### src/rtl/mc_control_unit_if.sv
// Control bus between the multi-cycle controller and the datapath: instruction fields and Zero in,
// mux selects and write enables out. The controller takes the master side.
interface mc_control_unit_if;
   logic [5:0] Op;
   logic [5:0] Funct;
   logic       Zero;
   logic [2:0] ALUControl;
   logic       ALUSrcA;
   logic [1:0] ALUSrcB;
   logic       IorD;
   logic       IRWrite;
   logic       MemWrite;
   logic       RegWrite;
   logic       RegDst;
   logic       MemtoReg;
   logic [1:0] PCSrc;
   logic       PCEn;
   logic [3:0] State;

   modport master (
      input  Op, Funct, Zero,
      output ALUControl, ALUSrcA, ALUSrcB, IorD, IRWrite, MemWrite, RegWrite, RegDst,
             MemtoReg, PCSrc, PCEn, State
   );

   modport slave (
      output Op, Funct, Zero,
      input  ALUControl, ALUSrcA, ALUSrcB, IorD, IRWrite, MemWrite, RegWrite, RegDst,
             MemtoReg, PCSrc, PCEn, State
   );
endinterface

### src/rtl/mc_control_unit.sv
// Multi-cycle main controller: Moore-decoded datapath controls, one state per instruction phase.
// Define MCCTRL_ADDI_EN to add the addi states (ADDIEX/ADDIWB); otherwise addi decodes as illegal.
module mc_control_unit #(
   parameter int unsigned W = 32
) (
   input logic             clk,
   input logic             reset,
   mc_control_unit_if.master bus
);

   if (W == 0) begin : g_bad_w
      $error("mc_control_unit: W must be nonzero");
   end

   typedef enum logic [3:0] {
      StFetch    = 4'd0,
      StDecode   = 4'd1,
      StMemAdr   = 4'd2,
      StMemRead  = 4'd3,
      StMemWb    = 4'd4,
      StMemWrite = 4'd5,
      StExecute  = 4'd6,
      StAluWb    = 4'd7,
      StBranch   = 4'd8,
      StAddiEx   = 4'd9,
      StAddiWb   = 4'd10,
      StJump     = 4'd11
   } state_e;

   localparam logic [5:0] OpRtype = 6'b000000;
   localparam logic [5:0] OpLw    = 6'b100011;
   localparam logic [5:0] OpSw    = 6'b101011;
   localparam logic [5:0] OpBeq   = 6'b000100;
   localparam logic [5:0] OpJ     = 6'b000010;
`ifdef MCCTRL_ADDI_EN
   localparam logic [5:0] OpAddi  = 6'b001000;
`endif

   localparam logic [2:0] AluAdd = 3'b000;
   localparam logic [2:0] AluSub = 3'b001;
   localparam logic [2:0] AluOr  = 3'b010;
   localparam logic [2:0] AluAnd = 3'b011;
   localparam logic [2:0] AluSlt = 3'b101;

   state_e     state_q, state_d;
   state_e     dec_state;
   logic       funct_legal;
   logic [2:0] funct_alu;
   logic       pc_write;
   logic       branch;

   always_ff @(posedge clk) begin
      if (reset) begin
         state_q <= StFetch;
      end else begin
         state_q <= state_d;
      end
   end

   always_comb begin
      funct_legal = 1'b1;
      funct_alu   = AluAdd;
      case (bus.Funct)
         6'b100000: funct_alu = AluAdd;
         6'b100010: funct_alu = AluSub;
         6'b100100: funct_alu = AluAnd;
         6'b100101: funct_alu = AluOr;
         6'b101010: funct_alu = AluSlt;
         default:   funct_legal = 1'b0;
      endcase
   end

   always_comb begin
      state_d = StFetch;
      unique case (state_q)
         StFetch: state_d = StDecode;
         StDecode: begin
            case (bus.Op)
               OpRtype:    state_d = funct_legal ? StExecute : StFetch;
               OpLw, OpSw: state_d = StMemAdr;
               OpBeq:      state_d = StBranch;
`ifdef MCCTRL_ADDI_EN
               OpAddi:     state_d = StAddiEx;
`endif
               OpJ:        state_d = StJump;
               default:    state_d = StFetch;
            endcase
         end
         StMemAdr:  state_d = (bus.Op == OpLw) ? StMemRead : StMemWrite;
         StMemRead: state_d = StMemWb;
         StExecute: state_d = StAluWb;
`ifdef MCCTRL_ADDI_EN
         StAddiEx:  state_d = StAddiWb;
`endif
         // Terminal states and unreachable codes all return to FETCH.
         default:   state_d = StFetch;
      endcase
   end

   // Under reset the outputs show FETCH decoding with every write enable held low.
   assign dec_state = reset ? StFetch : state_q;

   always_comb begin
      bus.ALUControl = AluAdd;
      bus.ALUSrcA    = 1'b0;
      bus.ALUSrcB    = 2'b00;
      bus.IorD       = 1'b0;
      bus.IRWrite    = 1'b0;
      bus.MemWrite   = 1'b0;
      bus.RegWrite   = 1'b0;
      bus.RegDst     = 1'b0;
      bus.MemtoReg   = 1'b0;
      bus.PCSrc      = 2'b00;
      pc_write       = 1'b0;
      branch         = 1'b0;
      unique case (dec_state)
         StFetch: begin
            bus.IRWrite = 1'b1;
            bus.ALUSrcB = 2'b01;
            pc_write    = 1'b1;
         end
         StDecode: bus.ALUSrcB = 2'b11;
         StMemAdr: begin
            bus.ALUSrcA = 1'b1;
            bus.ALUSrcB = 2'b10;
         end
         StMemRead: bus.IorD = 1'b1;
         StMemWb: begin
            bus.MemtoReg = 1'b1;
            bus.RegWrite = 1'b1;
         end
         StMemWrite: begin
            bus.IorD     = 1'b1;
            bus.MemWrite = 1'b1;
         end
         StExecute: begin
            bus.ALUSrcA    = 1'b1;
            bus.ALUControl = funct_alu;
         end
         StAluWb: begin
            bus.RegDst   = 1'b1;
            bus.RegWrite = 1'b1;
         end
         StBranch: begin
            bus.ALUSrcA    = 1'b1;
            bus.ALUControl = AluSub;
            bus.PCSrc      = 2'b01;
            branch         = 1'b1;
         end
`ifdef MCCTRL_ADDI_EN
         StAddiEx: begin
            bus.ALUSrcA = 1'b1;
            bus.ALUSrcB = 2'b10;
         end
         StAddiWb: bus.RegWrite = 1'b1;
`endif
         StJump: begin
            bus.PCSrc = 2'b10;
            pc_write  = 1'b1;
         end
         default: ;
      endcase
      if (reset) begin
         bus.IRWrite = 1'b0;
         pc_write    = 1'b0;
      end
   end

   assign bus.PCEn  = pc_write | (branch & bus.Zero);
   assign bus.State = state_q;

endmodule

### src/flat_wrapper.sv
// flat-port wrapper written by rule: the top's interface ports become plain ports
module mc_control_unit_flat 
#(
   parameter int unsigned W = 32
)
  (clk, reset, bus_Op, bus_Funct, bus_Zero, bus_ALUControl, bus_ALUSrcA, bus_ALUSrcB, bus_IorD, bus_IRWrite, bus_MemWrite, bus_RegWrite, bus_RegDst, bus_MemtoReg, bus_PCSrc, bus_PCEn, bus_State);
  mc_control_unit_if bus_i ();
  input logic clk;
  input logic reset;
  input wire logic [$bits(bus_i.Op)-1:0] bus_Op;
  input wire logic [$bits(bus_i.Funct)-1:0] bus_Funct;
  input wire logic [$bits(bus_i.Zero)-1:0] bus_Zero;
  output wire logic [$bits(bus_i.ALUControl)-1:0] bus_ALUControl;
  output wire logic [$bits(bus_i.ALUSrcA)-1:0] bus_ALUSrcA;
  output wire logic [$bits(bus_i.ALUSrcB)-1:0] bus_ALUSrcB;
  output wire logic [$bits(bus_i.IorD)-1:0] bus_IorD;
  output wire logic [$bits(bus_i.IRWrite)-1:0] bus_IRWrite;
  output wire logic [$bits(bus_i.MemWrite)-1:0] bus_MemWrite;
  output wire logic [$bits(bus_i.RegWrite)-1:0] bus_RegWrite;
  output wire logic [$bits(bus_i.RegDst)-1:0] bus_RegDst;
  output wire logic [$bits(bus_i.MemtoReg)-1:0] bus_MemtoReg;
  output wire logic [$bits(bus_i.PCSrc)-1:0] bus_PCSrc;
  output wire logic [$bits(bus_i.PCEn)-1:0] bus_PCEn;
  output wire logic [$bits(bus_i.State)-1:0] bus_State;
  assign bus_i.Op = bus_Op;
  assign bus_i.Funct = bus_Funct;
  assign bus_i.Zero = bus_Zero;
  assign bus_ALUControl = bus_i.ALUControl;
  assign bus_ALUSrcA = bus_i.ALUSrcA;
  assign bus_ALUSrcB = bus_i.ALUSrcB;
  assign bus_IorD = bus_i.IorD;
  assign bus_IRWrite = bus_i.IRWrite;
  assign bus_MemWrite = bus_i.MemWrite;
  assign bus_RegWrite = bus_i.RegWrite;
  assign bus_RegDst = bus_i.RegDst;
  assign bus_MemtoReg = bus_i.MemtoReg;
  assign bus_PCSrc = bus_i.PCSrc;
  assign bus_PCEn = bus_i.PCEn;
  assign bus_State = bus_i.State;
  mc_control_unit #(.W(W)) u_core (.clk(clk), .reset(reset), .bus(bus_i));
endmodule
### config.mk
export PLATFORM = sky130hd
export DESIGN_NAME = mc_control_unit_flat
export DESIGN_NICKNAME = d
export VERILOG_FILES = /design/src/rtl/mc_control_unit_if.sv /design/src/rtl/mc_control_unit.sv /design/src/flat_wrapper.sv
export SDC_FILE = /design/constraint.sdc
export NUM_CORES = 1
export LEC_CHECK = 0
export CORE_MARGIN = 1.5
export CORE_UTILIZATION = 37
export CTS_CLUSTER_SIZE = 20
export DETAILED_ROUTE_END_ITERATION = 10
export PLACE_DENSITY = 0.83
export SYNTH_ARGS = -nofsm -noshare
export SYNTH_HDL_FRONTEND = slang
export SYNTH_SLANG_ARGS = --single-unit
export TNS_END_PERCENT = 50
### constraint.sdc
create_clock -name clk -period 2.5 [get_ports clk]
set_input_delay 0.25 -clock clk [delete_from_list [all_inputs] [get_ports clk]]
set_output_delay 0.25 -clock clk [all_outputs]
set_load 0.005 [all_outputs]
==> key figures <==
Run status
  • Status: finished, final reports clean

Logic synthesis
  • Synth Area in XOR/XNOR: 0.0344
  • Synth area leader: dfxtp_1
  • YS warnings: 0
  • Syn_nets: 87
  • Synth cell count leaders: nand2_1, nor2_1, nor3_1
  • Synth Area in Simple Gates: 0.521
  • Post-synthesis instance total: 72
  • Synth Area in Compound Gates: 0.165
  • Syn Area/Cell: 7.07 µm²
  • Synth top area share: 0.157
  • Primary flip-flop cell chosen by synthesis mapping: dfxtp_1
  • Synth area leaders: dfxtp_1, nor3_1, nand2_1, nor2_1, nor4b_1
  • Main combinational cell family by area after synthesis: simple AND/OR/NAND/NOR gates
  • Post-synthesis sequential area ratio: 0.157
  • Register bit total from synthesis: 4
  • Mux share of post-synthesis cell area: 0.0418
  • Post-Synth Adder-Cell Area: 0
  • EDFF count, synth: 0
  • Synth Cell Area: 509 µm²
  • Netlist cell types: 34
  • Async set-reset flop share out of synthesis: 0

Global routing
  • Global-route wire length before repair: 2440 µm
  • Largest net degree at the start of global routing: 16
  • Vias in the first global route: 577
  • Initial antenna violation count: 0
  • Gr ovfl total: 0
  • Gr usage total: 0.223

Die
  • Die Height: 40.1 µm
  • Row count: 13
  • Starting Density: 0.396
  • Die width: 40.1 µm
  • Core ar.: 1280 µm²
  • IO Pins: 34
  • Die ar.: 1610 µm²

Pwr
  • Maximum VDD drop: 224 µV
  • Switching share of power: 0.278
  • Part of the power in registers: 0.309
  • Net Switching: 0.0000638 W
  • Pwr dens: 266 nW/µm²
  • Comb pwr share: 0.324
  • Lkg Pwr: 0.286 nW
  • Internal power: 0.000166 W
  • Clock power frac: 0.367

Critical path
  • Worst Setup End Kind: output port
  • Terminus of the critical flop-to-flop path: u_core.bus.State[2]
  • Crit-path max cell delay: 0.66 ns
  • Crit Path Class: reg2out
  • Crit path required time: 2.25 ns
  • CP cell instances: nand4b_1 > nor4b_1 > clkdlybuf4s50_1
  • CP max FO: 15
  • Slowest CP cell: dfxtp_1
  • Data arrival time of the worst path: 2.04 ns
  • Cells on worst reg2reg path: 5
  • CP Launch Type: flip-flop
  • Family with the most delay on the worst path: flip-flops
  • Buf/Inv on CP: 1
  • Reg-to-reg critical path startpoint: u_core.bus.State[0]
  • CP Launch Point: u_core.bus.State[2]
  • R2R Setup Slk: 0.96 ns
  • Number of cells on the critical path: 3
  • Critical path destination: bus_ALUControl[1]

Finish
  • Synth-to-layout area growth: 69.3%
  • Design area: 862 µm²
  • Largest register FFs: 4
  • Storage element area: 80.1 µm²
  • Share of cells above drive strength 1: 0.114
  • Fin nets: 122
  • Fill cells: 130
  • Ant. Diodes: 0
  • Multi-input gate area: 388 µm²

Clock network
  • Clk_lat worst skew: 0.24 ns
  • Clk slew on worst S/H paths: 0.04 ns
  • CTS tree: done
  • # resized after CTS: 0
  • CTS H-Tree Depth: 1
  • Total CTS buffers: 3
  • Clock Tree Buf Depth: 2
  • CTS Sinks: 4
  • Clock root cell: clkbuf_4
  • Post-CTS setup buffer count: 0
  • Post-cts hold buffer count: 0

Timing
  • Final setup viols: 0
  • Setup_tns: 0 ns
  • Post-Route Skew: 0.00202 ns
  • Max-slew headroom: 0.633
  • Worst-Margin Slew: 0.550 ns
  • Shortest period the worst path allows: 2.29 ns
  • Final hold vios: 0
  • Fmax achieved: 0.437 GHz
  • RSZ-0062 raised after global routing: no
  • Fin. max-slew vios: 0
  • Tcrit/Tclk final: 0.916

Route
  • Drt first pass iters: 4
  • Routed WL per cell: 12.2 µm
  • DRT Wirelength: 1470 µm
  • Number of vias per cell: 5.43
  • Vias: 651
  • Initial drt markers: 18
  • Drc violations: 0
  • Routed Antenna Nets: 0

Run
  • MaxCap Viol Count: 0

Worst hold path
  • Hold Crit Class: in2reg

Placement
  • Placed inst area: 840 µm²
  • DP Wirelength: 1130 µm
  • GP Congestion: 0.805
  • I/O Buffers: 33
==> layout make-up <==
| class | instances | area share |
|---|---|---|
| timing repair buffer | 35 | 0.401 |
| tap | 15 | 0.0218 |
| multi-input combinational | 61 | 0.450 |
| sequential | 4 | 0.0929 |
| inverter | 2 | 0.00871 |
| clock buffer | 3 | 0.0261 |
==> worst min-delay path by stage <==
stage / startpoint / to / slack [ns] / depth (start not counted)
after floorplan: bus_Op[2] / u_core.bus.State[3] / 0.43 / 2
after global placement: u_core.bus.State[3] / u_core.bus.State[0] / 0.70 / 2
after detailed placement: u_core.bus.State[3] / u_core.bus.State[0] / 0.72 / 2
after global routing: bus_Op[2] / u_core.bus.State[3] / 0.78 / 3
after CTS: u_core.bus.State[3] / u_core.bus.State[0] / 0.73 / 2
final: bus_Op[2] / u_core.bus.State[3] / 0.72 / 3
==> cell families after synthesis <==
| group | count (synthesis) |
|---|---|
| AOI/OAI and AO/OA | 11 |
| buffers and inverters | 7 |
| and+or+nand+nor | 46 |
| DFF | 4 |
| muxes | 2 |
| xor gates and xnor gates | 2 |
==> layer usage <==
metal  up-vias  wire, µm  global-route usage  part of all wire
li1        332         -                   -                 -
met1       295       671               0.276              0.46
met2        22       696               0.375              0.47
met3         2        83              0.0500             0.057
met4         0        17              0.0776             0.012
met5         -         0                   0                 0
==> worst register-to-register path: stages, from the launching register on <==
cell and delay, ns:
dfxtp_1 0.49, buf_4 0.23, nor4_1 0.06, and4_1 0.23, a2111oi_2 0.32, o21a_1 0.15
==> cells in the final DEF (no fill, tap or decap), drive strengths merged, types with 2 or more instances in the layout <==
| cell | count |
|---|---|
| nor3 | 9 |
| inv | 2 |
| nor2b | 4 |
| a2111oi | 2 |
| o21a | 2 |
| or2 | 3 |
| nor3b | 3 |
| nor4b | 3 |
| buf | 2 |
| nor2 | 8 |
| nand3 | 2 |
| nand2 | 7 |
| clkdlybuf4s50 | 33 |
| clkbuf | 3 |
| dfxtp | 4 |
| nor4 | 3 |
| a21oi | 2 |
==> stage by stage <==
stage / utilization / hold slack, ns / power [W] / worst slack, ns / std cells
2_1_floorplan: - / 0.433 / 0.000103 / 1.16 / 72
3_3_place_gp: 0.653 / 0.701 / 0.000145 / 0.303 / 117
3_5_place_dp: 0.653 / 0.723 / 0.000146 / 0.224 / 117
4_1_cts: 0.671 / 0.734 / 0.000229 / 0.206 / 120
5_1_grt: 0.671 / 0.777 / 0.000241 / 0.0819 / 120
6_report: 0.671 / 0.719 / 0.000230 / 0.211 / 120
==> power groups by stage <==
stage | sequential (W) | clock [W] | combinational, W
final | 0.0000709 | 0.0000843 | 0.0000744
after global routing | 0.0000716 | 0.0000871 | 0.0000818
after CTS | 0.0000709 | 0.0000837 | 0.0000743
after detailed placement | 0.0000720 | 0 | 0.0000739
after global placement | 0.0000721 | 0 | 0.0000729
after floorplan | 0.0000684 | 0 | 0.0000344
No activity file was read; power rests on OpenSTA's default activity.
